File: config.mk
export PLATFORM = sky130hd
export DESIGN_NAME = mem_arbiter
export DESIGN_NICKNAME = d
export VERILOG_FILES = /design/src/rtl/mem_arbiter.sv
export SDC_FILE = /design/constraint.sdc
export NUM_CORES = 1
export LEC_CHECK = 0
export BUFFER_PORTS_ARGS = -buffer_cell sky130_fd_sc_hd__buf_4
export CAP_MARGIN = 0
export CORE_AREA = 2 2 104 106
export DETAILED_ROUTE_END_ITERATION = 8
export DIE_AREA = 0 0 106 108
export GPL_ROUTABILITY_DRIVEN = 0
export SKIP_CTS_REPAIR_TIMING = 1
export SYNTH_ARGS = -nofsm -noshare
export SYNTH_HDL_FRONTEND = slang
export SYNTH_SLANG_ARGS = --single-unit
File: constraint.sdc
create_clock -name clk -period 1.8 [get_ports clk]
set_input_delay 0.18 -clock clk [delete_from_list [all_inputs] [get_ports clk]]
set_output_delay 0.18 -clock clk [all_outputs]
set_load 0.02 [all_outputs]
File: src/rtl/mem_arbiter.sv
// Two-port data-memory arbiter (CPU MEM stage = port 0, loader/debug = port 1) with lock/burst limit.
// Define MEM_ARBITER_ROUND_ROBIN_EN for round-robin contention; default build is fixed priority to port 0.
module mem_arbiter #(
  parameter int DATA_WIDTH = 32,
  parameter int ADDR_WIDTH = 32,
  parameter int MAX_BURST  = 8
) (
  input  logic                  clk,
  input  logic                  reset,
  input  logic                  req0,
  input  logic                  req1,
  input  logic                  we0,
  input  logic                  we1,
  input  logic                  lock0,
  input  logic                  lock1,
  input  logic [ADDR_WIDTH-1:0] addr0,
  input  logic [ADDR_WIDTH-1:0] addr1,
  input  logic [DATA_WIDTH-1:0] wdata0,
  input  logic [DATA_WIDTH-1:0] wdata1,
  output logic                  gnt0,
  output logic                  gnt1,
  output logic [DATA_WIDTH-1:0] rdata,
  output logic                  cpu_stall,
  output logic [ADDR_WIDTH-1:0] mem_addr,
  output logic [DATA_WIDTH-1:0] mem_wdata,
  output logic                  mem_we,
  output logic                  mem_re,
  input  logic [DATA_WIDTH-1:0] mem_rdata
);

`ifdef MEM_ARBITER_ROUND_ROBIN_EN
  localparam bit RR_EN = 1'b1;
`else
  localparam bit RR_EN = 1'b0;
`endif

  localparam logic [7:0] BURST_LIM = 8'(MAX_BURST - 1);

  typedef enum logic [1:0] {
    IDLE = 2'd0,
    OWN0 = 2'd1,
    OWN1 = 2'd2
  } state_t;

  state_t     state_q;
  logic [7:0] burst_q;
  logic       last_q;

  logic own0, own1, granted, we_sel;
  logic under_lim, keep0, keep1;
  logic [7:0] burst_inc;

  assign own0    = (state_q == OWN0);
  assign own1    = (state_q == OWN1);
  assign gnt0    = own0 & req0;
  assign gnt1    = own1 & req1;
  assign granted = gnt0 | gnt1;
  assign we_sel  = own1 ? we1 : we0;

  assign mem_addr  = own0 ? addr0  : (own1 ? addr1  : '0);
  assign mem_wdata = own0 ? wdata0 : (own1 ? wdata1 : '0);
  assign mem_we    = granted & we_sel;
  assign mem_re    = granted & ~we_sel;
  assign rdata     = mem_re ? mem_rdata : '0;
  assign cpu_stall = req0 & ~gnt0;

  // Without round-robin, port 0 ignores the burst limit and may hold under lock forever.
  assign under_lim = (burst_q < BURST_LIM);
  assign keep0     = req0 & lock0 & (under_lim | ~req1 | ~RR_EN);
  assign keep1     = req1 & lock1 & (under_lim | ~req0);
  assign burst_inc = (burst_q == 8'hFF) ? burst_q : burst_q + 8'd1;

  always_ff @(posedge clk or posedge reset) begin
    if (reset) begin
      state_q <= IDLE;
      burst_q <= '0;
      last_q  <= 1'b1;
    end else begin
      if (gnt0)      last_q <= 1'b0;
      else if (gnt1) last_q <= 1'b1;

      case (state_q)
        IDLE: begin
          burst_q <= '0;
          if (req0 & req1) state_q <= (RR_EN & ~last_q) ? OWN1 : OWN0;
          else if (req0)   state_q <= OWN0;
          else if (req1)   state_q <= OWN1;
          else             state_q <= IDLE;
        end
        OWN0: begin
          if (keep0 | (req0 & (~req1 | ~RR_EN))) begin
            burst_q <= burst_inc;
          end else if (req1) begin
            state_q <= OWN1;
            burst_q <= '0;
          end else begin
            state_q <= IDLE;
            burst_q <= '0;
          end
        end
        OWN1: begin
          // At a switch point port 0 wins in both modes: round-robin favours the non-last owner.
          if (keep1 | (req1 & ~req0)) begin
            burst_q <= burst_inc;
          end else if (req0) begin
            state_q <= OWN0;
            burst_q <= '0;
          end else begin
            state_q <= IDLE;
            burst_q <= '0;
          end
        end
        default: begin
          state_q <= IDLE;
          burst_q <= '0;
        end
      endcase
    end
  end

endmodule

Yosys cells after proc, flatten, opt, wreduce, memory -nomap -nowiden
Index checks and enable logic that the tools add are counted.

$add $sub $neg: 1. Order comparisons: 1. Eq/ne operators: 5. Muxes and demuxes: 17. Bitwise operators: 17. Reduce and logical (&&, ||, !) cells: 2.

Operators by type and width (number): 2-to-1 mux 32 bit (5); 2-to-1 mux 8 bit (3); one-hot mux 8 bit (2 select lines) (1); bitwise AND 1 bit (10); 2-to-1 mux 2 bit (5); adder 8 x 1 -> 8 bit, second input constant (1); equality test 8 bit, second input constant (1); less-than comparator 8 x 3 -> 1 bit, second input constant (1); one-hot mux 2 bit (3 select lines) (1); != test 2 bit, second input constant (2); OR 1 bit (4); NOT 1 bit (3); equality test 2 x 1 -> 1 bit, second input constant (1); equality test 2 bit, second input constant (1); logical NOT 2 bit (1); 2-to-1 mux 1 bit (2); AND reduction 2 bit (1).

Register bits after elaboration: 10. Output and inout port bits: 101. Word-level logic and storage cells: 45.

Depth between registers and ports, before layout
Depth after elaboration: 6. Mapped depth: 7. Mapped depth without buffers: 6.

Worst setup path before layout
Ideal clock, no wire load.

Path type: register to output. Start: register state_q[1]. End: output port rdata[10]. Data arrival time: 1.671 ns. Path slack: -0.051 ns. Cell stages (with the launch flop): 7. Path buffers: 1. Cells stage by stage: dfrtp_1 inv_1 ha_1 and2_1 a22oi_1 buf_2 nor2b_1.

Longest elaborated chain between the ends: 5.

Ends and longest elaborated chain: start, declared (RTL line 45) `state_t state_q;`; start signal, assigned (RTL line 85) `if (req0 & req1) state_q <= (RR_EN & ~last_q) ? OWN1 : OWN0;`; equality test 2 x 1 -> 1 bit (RTL line 53) `assign own0 = (state_q == OWN0);`; bitwise AND 1 bit (RTL line 55) `assign gnt0 = own0 & req0;`; net gnt0 (RTL line 20) `output logic gnt0,`; OR 1 bit (RTL line 57) `assign granted = gnt0 | gnt1;`; bitwise AND 1 bit (RTL line 63) `assign mem_re = granted & ~we_sel;`; 2-to-1 mux 32 bit (RTL line 64) `assign rdata = mem_re ? mem_rdata : '0;`; end, declared (RTL line 22) `output logic [DATA_WIDTH-1:0] rdata,`.

The timed path passes the listed nets, and every way through them passes these cells.

Final worst setup path
Start: register state_q[1]. End: output port rdata[26].

Longest elaborated chain between the ends: 5.

Ends and longest elaborated chain (RTL line): equality test 2 x 1 -> 1 bit / equality test 2 bit (equally long branches) (53, 54); bitwise AND 1 bit, or another cell as far along (55); OR 1 bit / NOT 1 bit (equally long branches) (57, 63); bitwise AND 1 bit * (63); 2-to-1 mux 32 bit * (64).

Every way passes the cells marked *; elsewhere a longest branch is shown, timed or not.

==> flow_metrics.py <==
metrics = {
    "die": {
        "floorplan.die.height_um": 108,
        "num_io_pins": 269,
        "fp.dieW_um": 106,
        "standard_cell_core_area_mm2": 0.0102,
        "initial_core_util": 0.148,
        "rows": 37,
        "floorplan.die_area_mm2": 0.0114,
    },
    "min_path": {
        "worst_hold_path_cell_count": 3,
        "hold_path_end": "state_q[1]$_DFFE_PP0P_",
        "worst_min_path_start": "req1",
        "worst_hold_path_type": "in -> reg",
    },
    "sta": {
        "worst_slew_margin_rel": 0.748,
        "time_the_worst_path_needs_with_i_o_delays_and_setup_ps": 1970,
        "final.setup.worst_slack_ps": -166,
        "worst_slew_pin_slew_ps": 378,
        "post-route-period-util": 1.09,
        "max_freq_ghz": 0.509,
        "maxSlewViolCount": 0,
        "timing.clock.skew_ps": 4.23,
        "setup_viol": 97,
        "setup_repair_after_global_routing_missed_its_margin": "yes",
        "final-hold-violation-count": 0,
        "fin_tns_setup_ps": -8520,
    },
    "cells_and_area": {
        "antenna_cells_inserted": 0,
        "layout_cells_excl_fill": 598,
        "nFillCells": 1010,
        "finish.net_count": 637,
        "area_delta_synth_final_pct": 188,
        "final_layout_size_suffix_gt1_frac": 0.721,
        "finalCoreUtilization": 0.425,
        "multi_input_area_mm2": 0.00133,
        "seq_area_um2": 251,
    },
    "logic_synthesis": {
        "syn_area_mm2": 0.00151,
        "synth_simple_gate_area_frac": 0.292,
        "flip_flop_cell_with_the_highest_count_after_synthesis": "dfrtp_1",
        "synth_xor_area_frac": 0.00579,
        "synth_top_cell_area_share": 0.371,
        "async_s_r_ff_share_synth": 1.00,
        "post_synth.cell_area_avg_um2": 8.13,
        "synth-seq-cells": 10,
        "synth_top_family_by_area": "compound AO/OA/AOI/OAI gates",
        "synth.top_cells.by_area": "a22o_1, dfrtp_1, nor2b_1",
        "number_of_warnings_printed_during_yosys_synthesis": 0,
        "seq_area_frac_synth": 0.165,
        "instance_count_of_the_mapped_netlist": 186,
        "synth.largest_area_cell": "a22o_1",
        "postSynthNetCount": 359,
        "ys_types": 30,
        "synth-edff-count": 0,
        "synth_adder_area_share": 0.0414,
        "synth_compound_area_frac": 0.414,
        "yosys-mux-area-fraction": 0.0132,
    },
    "critical_path": {
        "required_ps": 1620,
        "cp-end-kind": "output port",
        "cp_max_fo": 8,
        "timing.rr.start": "burst_q[0]$_DFF_PP0_",
        "worst-r2r-cell-count": 5,
        "worst_setup_sp_type": "flop",
        "rrSetupSlack_ps": 190,
        "critPathArrivalTime_ps": 1790,
        "critical_path.reg2reg.endpoint": "burst_q[5]$_DFF_PP0_",
        "criticalPathCategory": "reg -> out",
    },
    "grt": {
        "grt_use_total": 0.148,
        "global_route_wire_length_before_repair_um": 13500,
        "number_of_global_route_vias_before_repair": 2483,
        "largest_net_degree_at_the_start_of_global_routing": 46,
        "antenna_found_initial": 0,
        "gr-total-overflow": 0,
    },
    "pwr": {
        "power-per-cell-area_mw_per_mm2": 1080,
        "report.power.total_uw": 4680,
        "worst_supply_voltage_drop_on_vdd_mv": 0.436,
        "cellLeakagePower_uw": 0.00223,
    },
    "clock_network": {
        "cts.sink_count": 10,
        "clockBufferDepth": 2,
        "numCtsBuffers": 3,
        "worst_setup_hold_path_clk_slew_ps": 40,
        "cts_root_buffer": "clkbuf_8",
        "cts_tree": "built",
        "worstSkewPairLatency_ps": 230,
        "cts-htree-levels": 1,
    },
    "routing": {
        "drt_wl_total_um": 10700,
        "detailedRoute.firstPassIterationCount": 5,
        "routedWlPerCell_um": 17.9,
        "postRouteAntennaNets": 0,
        "post_detailed_route_drc_marker_count": 0,
        "vias": 2653,
        "drt_first_iter_violations": 224,
        "avgViaCountPerCell": 4.44,
    },
    "flow_run": {
        "timing.max_cap.violations": 0,
    },
    "outcome": {
        "status": "finished with violations",
        "failed_checks": "negative setup slack",
    },
    "placement": {
        "port_buffers": 267,
        "detailedPlacementHpwl_um": 8110,
        "placed_cells_incl_taps": 579,
    },
}
layer usage:
| metal | up-vias | wire length [um] | global-route usage |
|---|---|---|---|
| li1 | 1267 | - | - |
| met3 | 15 | 675 | 0.0265 |
| met2 | 121 | 5720 | 0.271 |
| met4 | 0 | 192 | 0.0329 |
| met1 | 1250 | 4100 | 0.179 |
| met5 | - | 0 | 0 |
worst max-delay path by stage:
stage | from | slack (ps) | to
CTS | state_q[1]$_DFFE_PP0P_ | -250 | rdata[7]
global placement | state_q[0]$_DFFE_PP0P_ | 60 | mem_wdata[11]
detailed placement | state_q[1]$_DFFE_PP0P_ | 9 | rdata[7]
finish | state_q[1]$_DFFE_PP0P_ | -170 | rdata[26]
floorplan | state_q[1]$_DFFE_PP0P_ | -50 | rdata[10]
global route | state_q[1]$_DFFE_PP0P_ | -220 | rdata[7]
area by class of cell:
class,instances,area share
inverters,6,0.00518
well taps,136,0.0391
repair buffers,291,0.582
flip-flops and latches,10,0.0578
multi-input cells,152,0.306
clock buffers,3,0.00949
kinds of logic after synthesis:
group           after synthesis
simple gates                 70
compound gates               74
fa+ha+maj                     5
buf+inv                      24
mux                           2
xor+xnor                      1
flops                        10
cell usage after synthesis (3+ instances only):
master    instances
and3_1            3
a22o_1           64
nor2_1           12
nor3_2            5
clkbuf_1          3
buf_2            10
nand3_1           3
buf_1             5
nand2_1           3
nor2b_1          34
ha_1              5
inv_1             6
dfrtp_1          10
a21oi_1           3
critical path, stage by stage (launching register included):
cell	delay, ps
dfrtp_2	430
inv_2	80
ha_4	160
a21oi_4	60
nor2_2	120
a22oi_2	90
buf_6	140
buf_6	140
nor2b_1	160
buf_4	170
layout by cell type, fill, tap and decap left out, types with 2 or more instances in the layout:
cell       count
mux2i_1        2
nor2b_4       13
buf_6         58
clkbuf_16      4
ha_1           3
and3b_1        2
ha_4           2
buf_12         4
nor2b_1       13
a22o_1        63
and3_1         3
inv_2          3
dfrtp_1        9
nor3_2         5
nor2b_2        8
and4_1         2
buf_4        223
inv_1          3
a21oi_1        2
nand2_1        3
nand3_1        3
clkbuf_8       3
nor2_1        11
per-stage QoR:
stage	hold slack [ps]	setup WS, ps	instance area [um^2]
after CTS	-57.9	-246	3760
after detailed placement	193	8.82	3720
after floorplan	20.2	-50.6	1510
after global routing	272	-222	4350
after global placement	181	55.1	3720
final	263	-166	4350
power by group:
| group | leakage (uW) | internal [uW] | switching, uW |
|---|---|---|---|
| registers | 0.000136 | 250 | 30.5 |
| clock network | 0.0000216 | 146 | 81.3 |
| logic | 0.00208 | 2100 | 2070 |
flip-flops by register name (all words and copies together) (netlist names):
register  flops
burst_q       8
state_q       2
Note: power is estimated with default switching activity, not from simulation.
